$ cat src/rtl/macro_wb_pkg.sv
// ============================================================================
// Module   : macro_wb_pkg
// Brief    : Shared constants for the macro Wishbone sequencer: default macro
//            count, address tag, error data word and FSM state encoding.
// Revision : 1.0 - initial release
// ============================================================================
`default_nettype none

package macro_wb_pkg;

    // Default number of user macros behind the sequencer
    localparam int N_MACRO_DEF = 11;

    // Address tag in wbs_adr_i[31:28] that selects the macro window
    localparam logic [3:0] ADR_TAG = 4'h3;

    // Data returned for a bad macro index or an expired request
    localparam logic [31:0] ERR_DATA = 32'hDEAD_BEEF;

    // Sequencer FSM state encoding
    localparam logic [1:0] ST_IDLE = 2'd0;
    localparam logic [1:0] ST_REQ  = 2'd1;
    localparam logic [1:0] ST_RESP = 2'd2;

endpackage : macro_wb_pkg

`default_nettype wire

$ cat src/rtl/macro_wb_timeout.sv
// ============================================================================
// Module   : macro_wb_timeout
// Brief    : 8-bit request watchdog. Cleared when a request is launched,
//            counts every cycle the request is outstanding, and flags expiry
//            on the cycle whose count would reach TIMEOUT_CYC.
// Revision : 1.0 - initial release
// ============================================================================
`default_nettype none

module macro_wb_timeout #(
    parameter int TIMEOUT_CYC = 255
) (
    input  logic clk_i,
    input  logic rst_ni,
    input  logic clr_i,
    input  logic en_i,
    output logic expired_o
);

    logic [7:0] cnt_q;
    logic [7:0] cnt_d;

    // Next count: clear on launch, advance while the request is outstanding
    always_comb begin
        cnt_d = cnt_q;
        if (clr_i) begin
            cnt_d = 8'd0;
        end else if (en_i) begin
            cnt_d = cnt_q + 8'd1;
        end
    end

    // Count register, cleared asynchronously
    always_ff @(posedge clk_i or negedge rst_ni) begin
        if (!rst_ni) begin
            cnt_q <= 8'd0;
        end else begin
            cnt_q <= cnt_d;
        end
    end

    // Expiry fires on the edge that would bring the count to TIMEOUT_CYC,
    // so the strobe stays up for exactly TIMEOUT_CYC cycles.
    assign expired_o = en_i && (cnt_q == 8'(TIMEOUT_CYC - 1));

endmodule : macro_wb_timeout

`default_nettype wire

$ cat src/rtl/macro_wb_sequencer.sv
// ============================================================================
// Module   : macro_wb_sequencer
// Brief    : Routes single host Wishbone reads to one of N_MACRO user macros
//            selected by wbs_adr_i[27:24] (when tag wbs_adr_i[31:28] == 3),
//            waits for that macro's ack and returns its data with a
//            registered one-cycle host ack. Bad indices return ERR_DATA.
//            Optional request watchdog enabled by `define MACRO_WB_TIMEOUT_EN.
// Revision : 1.0 - initial release
// ============================================================================
`default_nettype none

module macro_wb_sequencer
    import macro_wb_pkg::*;
#(
    parameter int N_MACRO     = N_MACRO_DEF,
    parameter int TIMEOUT_CYC = 255
) (
    input  logic                   wb_clk_i,
    input  logic                   wb_rst_ni,
    input  logic                   wbs_cyc_i,
    input  logic                   wbs_stb_i,
    input  logic [31:0]            wbs_adr_i,
    output logic                   wbs_ack_o,
    output logic [31:0]            wbs_dat_o,
    output logic [N_MACRO-1:0]     m_wbs_stb_o,
    input  logic [N_MACRO-1:0]     m_wbs_ack_i,
    input  logic [32*N_MACRO-1:0]  m_wbs_dat_i,
    output logic                   busy_o,
    output logic                   timeout_o,
    output logic [3:0]             last_sel_o
);

    logic [1:0]          state_q, state_d;
    logic [3:0]          sel_q,   sel_d;
    logic [N_MACRO-1:0]  stb_q,   stb_d;
    logic                ack_q,   ack_d;
    logic [31:0]         dat_q,   dat_d;
    logic                busy_q,  busy_d;

    logic [3:0]          w_tag;
    logic [3:0]          w_idx;
    logic                w_idx_ok;
    logic                w_host_req;
    logic [N_MACRO-1:0]  w_onehot;
    logic                w_ack_sel;
    logic [31:0]         w_dat_sel;
    logic                w_launch;
    logic                w_adr_unused;

    assign w_tag        = wbs_adr_i[31:28];
    assign w_idx        = wbs_adr_i[27:24];
    assign w_idx_ok     = int'(w_idx) < N_MACRO;
    assign w_host_req   = wbs_cyc_i && wbs_stb_i && (w_tag == ADR_TAG);
    assign w_onehot     = N_MACRO'(1) << w_idx;
    assign w_launch     = (state_q == ST_IDLE) && w_host_req && w_idx_ok;
    assign w_adr_unused = ^wbs_adr_i[23:0];

    // Pick the ack and data lane of the currently selected macro only
    always_comb begin
        w_ack_sel = 1'b0;
        w_dat_sel = 32'd0;
        for (int k = 0; k < N_MACRO; k++) begin
            if (sel_q == 4'(k)) begin
                w_ack_sel = m_wbs_ack_i[k];
                w_dat_sel = m_wbs_dat_i[32*k +: 32];
            end
        end
    end

`ifdef MACRO_WB_TIMEOUT_EN
    logic w_expired;
    logic tmo_q, tmo_d;

    macro_wb_timeout #(
        .TIMEOUT_CYC (TIMEOUT_CYC)
    ) u_timeout (
        .clk_i     (wb_clk_i),
        .rst_ni    (wb_rst_ni),
        .clr_i     (w_launch),
        .en_i      (state_q == ST_REQ),
        .expired_o (w_expired)
    );
`else
    logic [7:0] w_tmo_cfg_unused;
    assign w_tmo_cfg_unused = 8'(TIMEOUT_CYC);
`endif

    // Sequencer next-state and registered-output logic
    always_comb begin
        state_d = state_q;
        sel_d   = sel_q;
        stb_d   = stb_q;
        ack_d   = 1'b0;
        dat_d   = 32'd0;
`ifdef MACRO_WB_TIMEOUT_EN
        tmo_d   = 1'b0;
`endif
        case (state_q)
            ST_IDLE: begin
                if (w_host_req) begin
                    if (w_idx_ok) begin
                        sel_d   = w_idx;
                        stb_d   = w_onehot;
                        state_d = ST_REQ;
                    end else begin
                        // Ack is raised from RESP one cycle later so a bad
                        // index sees the same latency as a fast macro.
                        state_d = ST_RESP;
                    end
                end
            end
            ST_REQ: begin
                if (!wbs_cyc_i) begin
                    // Host abandoned the cycle: drop quietly, no ack
                    stb_d   = '0;
                    state_d = ST_IDLE;
                end else if (w_ack_sel) begin
                    // A real ack wins over a same-cycle watchdog expiry
                    stb_d   = '0;
                    ack_d   = 1'b1;
                    dat_d   = w_dat_sel;
                    state_d = ST_RESP;
`ifdef MACRO_WB_TIMEOUT_EN
                end else if (w_expired) begin
                    stb_d   = '0;
                    ack_d   = 1'b1;
                    dat_d   = ERR_DATA;
                    tmo_d   = 1'b1;
                    state_d = ST_RESP;
`endif
                end
            end
            ST_RESP: begin
                if (!ack_q) begin
                    // Pending error response: present it now
                    ack_d = 1'b1;
                    dat_d = ERR_DATA;
                end else begin
                    state_d = ST_IDLE;
                end
            end
            default: begin
                stb_d   = '0;
                state_d = ST_IDLE;
            end
        endcase
        busy_d = (state_d != ST_IDLE);
    end

    // State and output registers, all cleared asynchronously
    always_ff @(posedge wb_clk_i or negedge wb_rst_ni) begin
        if (!wb_rst_ni) begin
            state_q <= ST_IDLE;
            sel_q   <= 4'd0;
            stb_q   <= '0;
            ack_q   <= 1'b0;
            dat_q   <= 32'd0;
            busy_q  <= 1'b0;
        end else begin
            state_q <= state_d;
            sel_q   <= sel_d;
            stb_q   <= stb_d;
            ack_q   <= ack_d;
            dat_q   <= dat_d;
            busy_q  <= busy_d;
        end
    end

`ifdef MACRO_WB_TIMEOUT_EN
    // Watchdog pulse register
    always_ff @(posedge wb_clk_i or negedge wb_rst_ni) begin
        if (!wb_rst_ni) begin
            tmo_q <= 1'b0;
        end else begin
            tmo_q <= tmo_d;
        end
    end
    assign timeout_o = tmo_q;
`else
    assign timeout_o = 1'b0;
`endif

    assign wbs_ack_o   = ack_q;
    assign wbs_dat_o   = dat_q;
    assign m_wbs_stb_o = stb_q;
    assign busy_o      = busy_q;
    assign last_sel_o  = sel_q;

endmodule : macro_wb_sequencer

`default_nettype wire

$ cat config.mk
export PLATFORM = sky130hd
export DESIGN_NAME = macro_wb_sequencer
export DESIGN_NICKNAME = d
export VERILOG_FILES = /design/src/rtl/macro_wb_pkg.sv /design/src/rtl/macro_wb_timeout.sv /design/src/rtl/macro_wb_sequencer.sv
export SDC_FILE = /design/constraint.sdc
export NUM_CORES = 1
export LEC_CHECK = 0
export CELL_PAD_IN_SITES_DETAIL_PLACEMENT = 1
export CELL_PAD_IN_SITES_GLOBAL_PLACEMENT = 1
export CORE_AREA = 2 2 173 175
export CTS_CLUSTER_DIAMETER = 30
export DETAILED_ROUTE_END_ITERATION = 6
export DIE_AREA = 0 0 175 177
export PLACE_DENSITY_LB_ADDON = 0.1
export SLEW_MARGIN = 20
export SYNTH_ARGS = -nofsm -noshare
export SYNTH_HDL_FRONTEND = slang
export SYNTH_HIERARCHICAL = 1
export SYNTH_SLANG_ARGS = --single-unit
$ cat constraint.sdc
create_clock -name wb_clk_i -period 3.8 [get_ports wb_clk_i]
set_input_delay 0.76 -clock wb_clk_i [delete_from_list [all_inputs] [get_ports wb_clk_i]]
set_output_delay 0.76 -clock wb_clk_i [all_outputs]
set_load 0.1 [all_outputs]
Word level (Yosys, flattened, before mapping)
Index checks and enable logic that the tools add are counted.
Cells by class
  order comparisons: 1
  equality and inequality tests: 16
  shifts and indexed selects: 1
  multiplexer cells: 41
  bitwise gates (word level): 1
  reductions and logical operators: 7
Operator list (number)
  $mux W32: 14
  $pmux W32 S2: 1
  $mux W11: 4
  $pmux W11 S3: 1
  $eq A4 B3 Y1 const B: 4
  $mux W1: 14
  $eq A4 B2 Y1 const B: 3
  $eq A4 B4 Y1 const B: 3
  $shl A1 B4 Y11 const A: 1
  $mux W2: 5
  $pmux W2 S3: 1
  $eq A4 B1 Y1 const B: 1
  $logic_not A4 Y1: 1
  $lt A4 B4 Y1 const B: 1
  $ne A2 B2 Y1 const B: 2
  $reduce_and A4 Y1: 1
  $ne A3 B3 Y1 const B: 1
  $reduce_and A3 Y1: 1
  $eq A2 B1 Y1 const B: 1
  $eq A2 B2 Y1 const B: 1
  $logic_and A1 B1 Y1: 2
  $logic_not A2 Y1: 1
  $pmux W1 S2: 1
  $reduce_bool A2 Y1: 1
  $not A1 Y1: 1
Storage, ports and cells
  bits in registers: 51
  input bits: 399
  word-level logic and storage cells: 73

Depth between registers and ports, before layout
  word-level depth: 16
  depth in mapped cells: 11
  gate-level depth less buffers: 7

Worst setup path after synthesis
OpenSTA, ideal clock, no wires.
  path type: reg2reg
  start: reg sel_q[3], in the netlist last_sel_o[3]
  end: reg stb_q[0], in the netlist m_wbs_stb_o[0]
  data arrival time: 2.659 ns
  setup slack: 1.015 ns
  stages on the path, launching flop included: 9
  buffers on the path: 2
  cells stage by stage: dfrtp_1 > buf_2 > nor2b_1 > nand3_1 > a221oi_1 > nor3_1 > nand2_1 > buf_6 > mux2_4
Between the ends
  longest elaborated chain between the ends: 14
Ends and longest elaborated chain
  from (decl): line macro_wb_sequencer.sv:34  | logic [3:0] sel_q, sel_d;
  from (signal assigned): line macro_wb_sequencer.sv:161  | sel_q <= sel_d;
  $logic_not A4 Y1: line macro_wb_sequencer.sv:63  | if (sel_q == 4'(k)) begin
  $mux W1 (10 in series): line macro_wb_sequencer.sv:63
  $mux W1 (*): line macro_wb_sequencer.sv:63
  $ne A3 B3 Y1 (no source line) (*)
  $reduce_and A4 Y1 (no source line) (*)
  to (signal assigned): line macro_wb_sequencer.sv:162  | stb_q <= stb_d;
  to (decl): line macro_wb_sequencer.sv:35  | logic [N_MACRO-1:0] stb_q, stb_d;
Mark *: on every way between the ends. The rest lies on a longest branch, timed or not.
A chain may end at the register's enable or synchronous reset.

Worst setup path in the final report
  start: reg sel_q[1], in the netlist last_sel_o[1]
  end: reg stb_q[10], in the netlist m_wbs_stb_o[10]
The elaborated chain is that of the path after synthesis.

==> summary.log <==
[layout] layout-stage area growth over the synthesis result 93.1%
[synthesis] number of enable flip-flop cells after synthesis 0
[placement] gp weighted congestion 0.806
[cts] number of buffers inserted during clock tree synthesis 5
[timing] Total Neg Setup Slack 0 ns
[timing] max-slew violation total from the final report 0
[job] Max-Cap Viols 0
[cts] number of H-tree branching levels 2
[floorplanning] floorplan die height 177 um
[critical_path] R2R cell count 6
[layout] number of nets in the final layout 1,441
[run_status] run status complete, no violations
[floorplanning] floorplan core area 0.0292 mm^2
[critical_path] critical path startpoint last_sel_o[1]$_DFFE_PN0P_
[layout] final instance area 0.0100 mm^2
[global_route] global-route wire length before repair 50,900 um
[floorplanning] Cell Rows 63
[power] overall power after layout 4.75 mW
[global_route] largest net degree at the start of global routing 41
[timing] clock tree skew after final layout 0.0102 ns
[placement] number of placed cells counting well taps 1,421
[critical_path] flop2flop setup slack 0.84 ns
[cts] buffer count from post-CTS setup fixing 0
[route] Pre-antenna DRT Iters 6
[cts] TritonCTS clock tree yes
[cts] clock root buffer sky130_fd_sc_hd__clkbuf_16
[floorplanning] Die Area 0.0310 mm^2
[power] peak ir drop on the vdd network 0.287 mV
[timing] fin crit share 77.8%
[synthesis] cell area after synthesis 0.00519 mm^2
[synthesis] total of warnings raised by yosys 6
[layout] share of the core filled with cells 34.3%
[critical_path] startpoint types register
[critical_path] Worst Setup EP m_wbs_stb_o[10]$_DFFE_PN0P_
[synthesis] Syn Inst Count 632
[critical_path] Critical Path AT 3.15 ns
[critical_path] element type at the critical path end register
[timing] final worst setup slack 0.845 ns
[timing] remaining max-slew budget at the tightest pin 27.0%
[power] areal power density over the cells 474 mW/mm^2
[power] Lkg Pwr 3.75 nW
[critical_path] Reg-to-Reg Start last_sel_o[1]$_DFFE_PN0P_
[route] post-detailed-route count of antenna-violating nets 0
[placement] number of input and output port buffers inserted 423
[synthesis] sequential share of the synthesized area 24.6%
[timing] actual transition at the worst max-transition pin 1.09 ns
[timing] unrepaired setup endpoints after global routing no
[critical_path] data required time of the worst path 3.99 ns
[cts] largest buffer count on any clock path 2
[floorplanning] horizontal extent of the die 175 um
[critical_path] critical-path maximum fanout 22
[placement] post-placement worst setup slack 0.617 ns
[cts] clock sink total 51
[timing] final setup violation count 0
[floorplanning] initial core utilization 17.8%
[cts] clock slew at reported path FFs 0.08 ns
[critical_path] critical path type reg2reg
[cts] PostCTS Resize Cnt 0
[timing] worst-case hold slack 0.447 ns
[timing] Max Freq 338 MHz
[critical_path] reg-to-reg endpoint m_wbs_stb_o[10]$_DFFE_PN0P_
[route] number of vias after detailed routing 6,875
[synthesis] asr flop ratio synth 100%
[synthesis] number of flip-flops and latches in the synthesized netlist 51
[synthesis] predominant post-synthesis flop cell sky130_fd_sc_hd__dfrtp_1
[synthesis] number of unique standard cell types used by synthesis 69
[route] Remaining DRCs 0
[timing] Final Critical Period 2.96 ns
[route] number of DRC markers after the initial detailed-route iteration 273
[placement] Detailed Place HPWL 29,500 um
[min_path] path type of the worst min-delay path in2async
[layout] ratio of cells with drive above 1 in the final layout 10.4%
[route] post-DR wirelength/cell 25.3 um
[global_route] number of antenna violations at the first check in global routing 5
[route] drt via density 4.80
[layout] commonest cells after routing, fill and taps aside sky130_fd_sc_hd__clkdlybuf4s50_1 (418), sky130_fd_sc_hd__a21oi_1 (87), sky130_fd_sc_hd__nor2_1 (76)
[layout] most common library cell in the layout ignoring fill and taps sky130_fd_sc_hd__clkdlybuf4s50_1
[global_route] grt total ovfl 0
[route] final wirelength 36,100 um
[placement] placed cell areas 0.00987 mm^2
[cts] Post-CTS Hold Buffers 0
[cts] source-to-sink clock delay at the later pin of the worst-skew pair 0.31 ns
[floorplanning] count of boundary I/O pins 449
[global_route] total routing usage reported by global routing 22.7%
[global_route] vias in the first global route 7,436
[layout] post-route non-filler standard cell count 1,431
[synthesis] Synthesized Nets 1,035
[synthesis] average cell area after synthesis 8.21 um^2
[timing] final count of hold timing violations 0
-- kinds of logic (layout without fill, tap and decap cells) --
logic type,count (synthesis),after routing,share of synthesized area (%)
adder cells (fa/ha/maj),4,4,0.964
buffers and inverters,67,474,6.60
multiplexers,66,66,18.1
flip-flops,51,51,24.6
AND/OR/NAND/NOR,185,185,16.7
other,1,3,0.0722
AO/OA/AOI/OAI,258,258,32.9
-- final cells by class --
| type | count | area [um^2] |
|---|---|---|
| Fill cell | 3372 | 19200 |
| Timing Repair Buffer | 454 | 4450 |
| Multi-Input combinational cell | 514 | 3600 |
| Sequential cell | 51 | 1290 |
| Tap cell | 390 | 488 |
| Clock buffer | 5 | 125 |
| Inverter | 12 | 45.0 |
| Clock inverter | 3 | 23.8 |
| Antenna cell | 2 | 5.00 |
-- report_power, final --
group | total [mW] | leakage [nW] | internal [mW] | switching (mW)
Combinational | 3.50 | 2.98 | 1.36 | 2.14
Sequential | 0.760 | 0.697 | 0.641 | 0.119
Clock | 0.497 | 0.0717 | 0.249 | 0.248
Total | 4.75 | 3.75 | 2.25 | 2.51
-- cell usage after synthesis (2+ instances only) --
cell type | count | area share (%)
sky130_fd_sc_hd__nand3b_1 | 2 | 0.29
sky130_fd_sc_hd__nand2_1 | 46 | 3.3
sky130_fd_sc_hd__a21oi_1 | 87 | 8.4
sky130_fd_sc_hd__o32ai_1 | 6 | 1.0
sky130_fd_sc_hd__o22a_1 | 2 | 0.34
sky130_fd_sc_hd__a222oi_1 | 4 | 0.77
sky130_fd_sc_hd__buf_6 | 6 | 1.3
sky130_fd_sc_hd__ha_1 | 4 | 0.96
sky130_fd_sc_hd__clkbuf_1 | 21 | 1.5
sky130_fd_sc_hd__o211ai_1 | 2 | 0.29
sky130_fd_sc_hd__o221ai_1 | 16 | 2.7
sky130_fd_sc_hd__nor2_1 | 77 | 5.6
sky130_fd_sc_hd__a2111oi_0 | 3 | 0.51
sky130_fd_sc_hd__mux2i_1 | 25 | 4.8
sky130_fd_sc_hd__mux4_2 | 17 | 7.4
sky130_fd_sc_hd__buf_4 | 5 | 0.72
sky130_fd_sc_hd__buf_2 | 22 | 2.1
sky130_fd_sc_hd__nand3_1 | 10 | 0.96
sky130_fd_sc_hd__o21ai_1 | 4 | 0.39
sky130_fd_sc_hd__o311ai_0 | 2 | 0.34
sky130_fd_sc_hd__inv_1 | 11 | 0.80
sky130_fd_sc_hd__a22oi_1 | 15 | 2.2
sky130_fd_sc_hd__nor3_1 | 12 | 1.2
sky130_fd_sc_hd__mux2_2 | 14 | 3.0
sky130_fd_sc_hd__a221o_1 | 5 | 0.96
sky130_fd_sc_hd__a211o_1 | 4 | 0.67
sky130_fd_sc_hd__a31oi_1 | 5 | 0.60
sky130_fd_sc_hd__nand2b_1 | 8 | 0.96
sky130_fd_sc_hd__a32oi_1 | 5 | 0.84
sky130_fd_sc_hd__a21o_1 | 3 | 0.43
sky130_fd_sc_hd__a211oi_1 | 9 | 1.3
sky130_fd_sc_hd__o21a_1 | 2 | 0.29
sky130_fd_sc_hd__o21ai_0 | 46 | 4.4
sky130_fd_sc_hd__or3_1 | 4 | 0.48
sky130_fd_sc_hd__dfrtp_1 | 51 | 25
sky130_fd_sc_hd__mux2_4 | 10 | 2.9
sky130_fd_sc_hd__o22ai_1 | 9 | 1.1
sky130_fd_sc_hd__a221oi_1 | 18 | 3.0
sky130_fd_sc_hd__nor2b_1 | 8 | 0.96
sky130_fd_sc_hd__and2_1 | 3 | 0.36
-- flip-flops by register name, indices dropped and copies added (netlist names) --
signal	cells
m_wbs_stb_o	11
wbs_ack_o	1
last_sel_o	4
state_q	2
wbs_dat_o	32
busy_o	1
-- metal layers --
metal | part of all wire [%] | global-route usage, % | vias up
li1 | - | - | 3245
met1 | 41 | 27.0 | 3365
met2 | 52 | 41.9 | 232
met3 | 6.2 | 5.69 | 25
met4 | 0.92 | 3.06 | 8
met5 | 0.15 | 0 | -
-- critical path, stage by stage, from the launching register on --
cell and delay (ns):
sky130_fd_sc_hd__dfrtp_4 0.62, sky130_fd_sc_hd__nor2b_1 0.65, sky130_fd_sc_hd__nand3_1 0.14, sky130_fd_sc_hd__a221oi_1 0.41, sky130_fd_sc_hd__nor3_1 0.10, sky130_fd_sc_hd__nand2_1 0.51
sky130_fd_sc_hd__mux2_2 0.40
-- worst min path at each step --
| stage | startpoint | end | slack [ns] | cells after the start |
|---|---|---|---|---|
| floorplan | wb_rst_ni | busy_o$_DFF_PN0_ | 0.46 | 0 |
| global placement | m_wbs_stb_o[6]$_DFFE_PN0P_ | m_wbs_stb_o[6]$_DFFE_PN0P_ | 0.50 | 1 |
| detailed placement | m_wbs_stb_o[8]$_DFFE_PN0P_ | m_wbs_stb_o[8]$_DFFE_PN0P_ | 0.50 | 1 |
| CTS | m_wbs_stb_o[8]$_DFFE_PN0P_ | m_wbs_stb_o[8]$_DFFE_PN0P_ | 0.52 | 1 |
| global route | wb_rst_ni | m_wbs_stb_o[1]$_DFFE_PN0P_ | 0.49 | 1 |
| finish | wb_rst_ni | m_wbs_stb_o[0]$_DFFE_PN0P_ | 0.45 | 1 |
(Power assumes the default switching activity.)
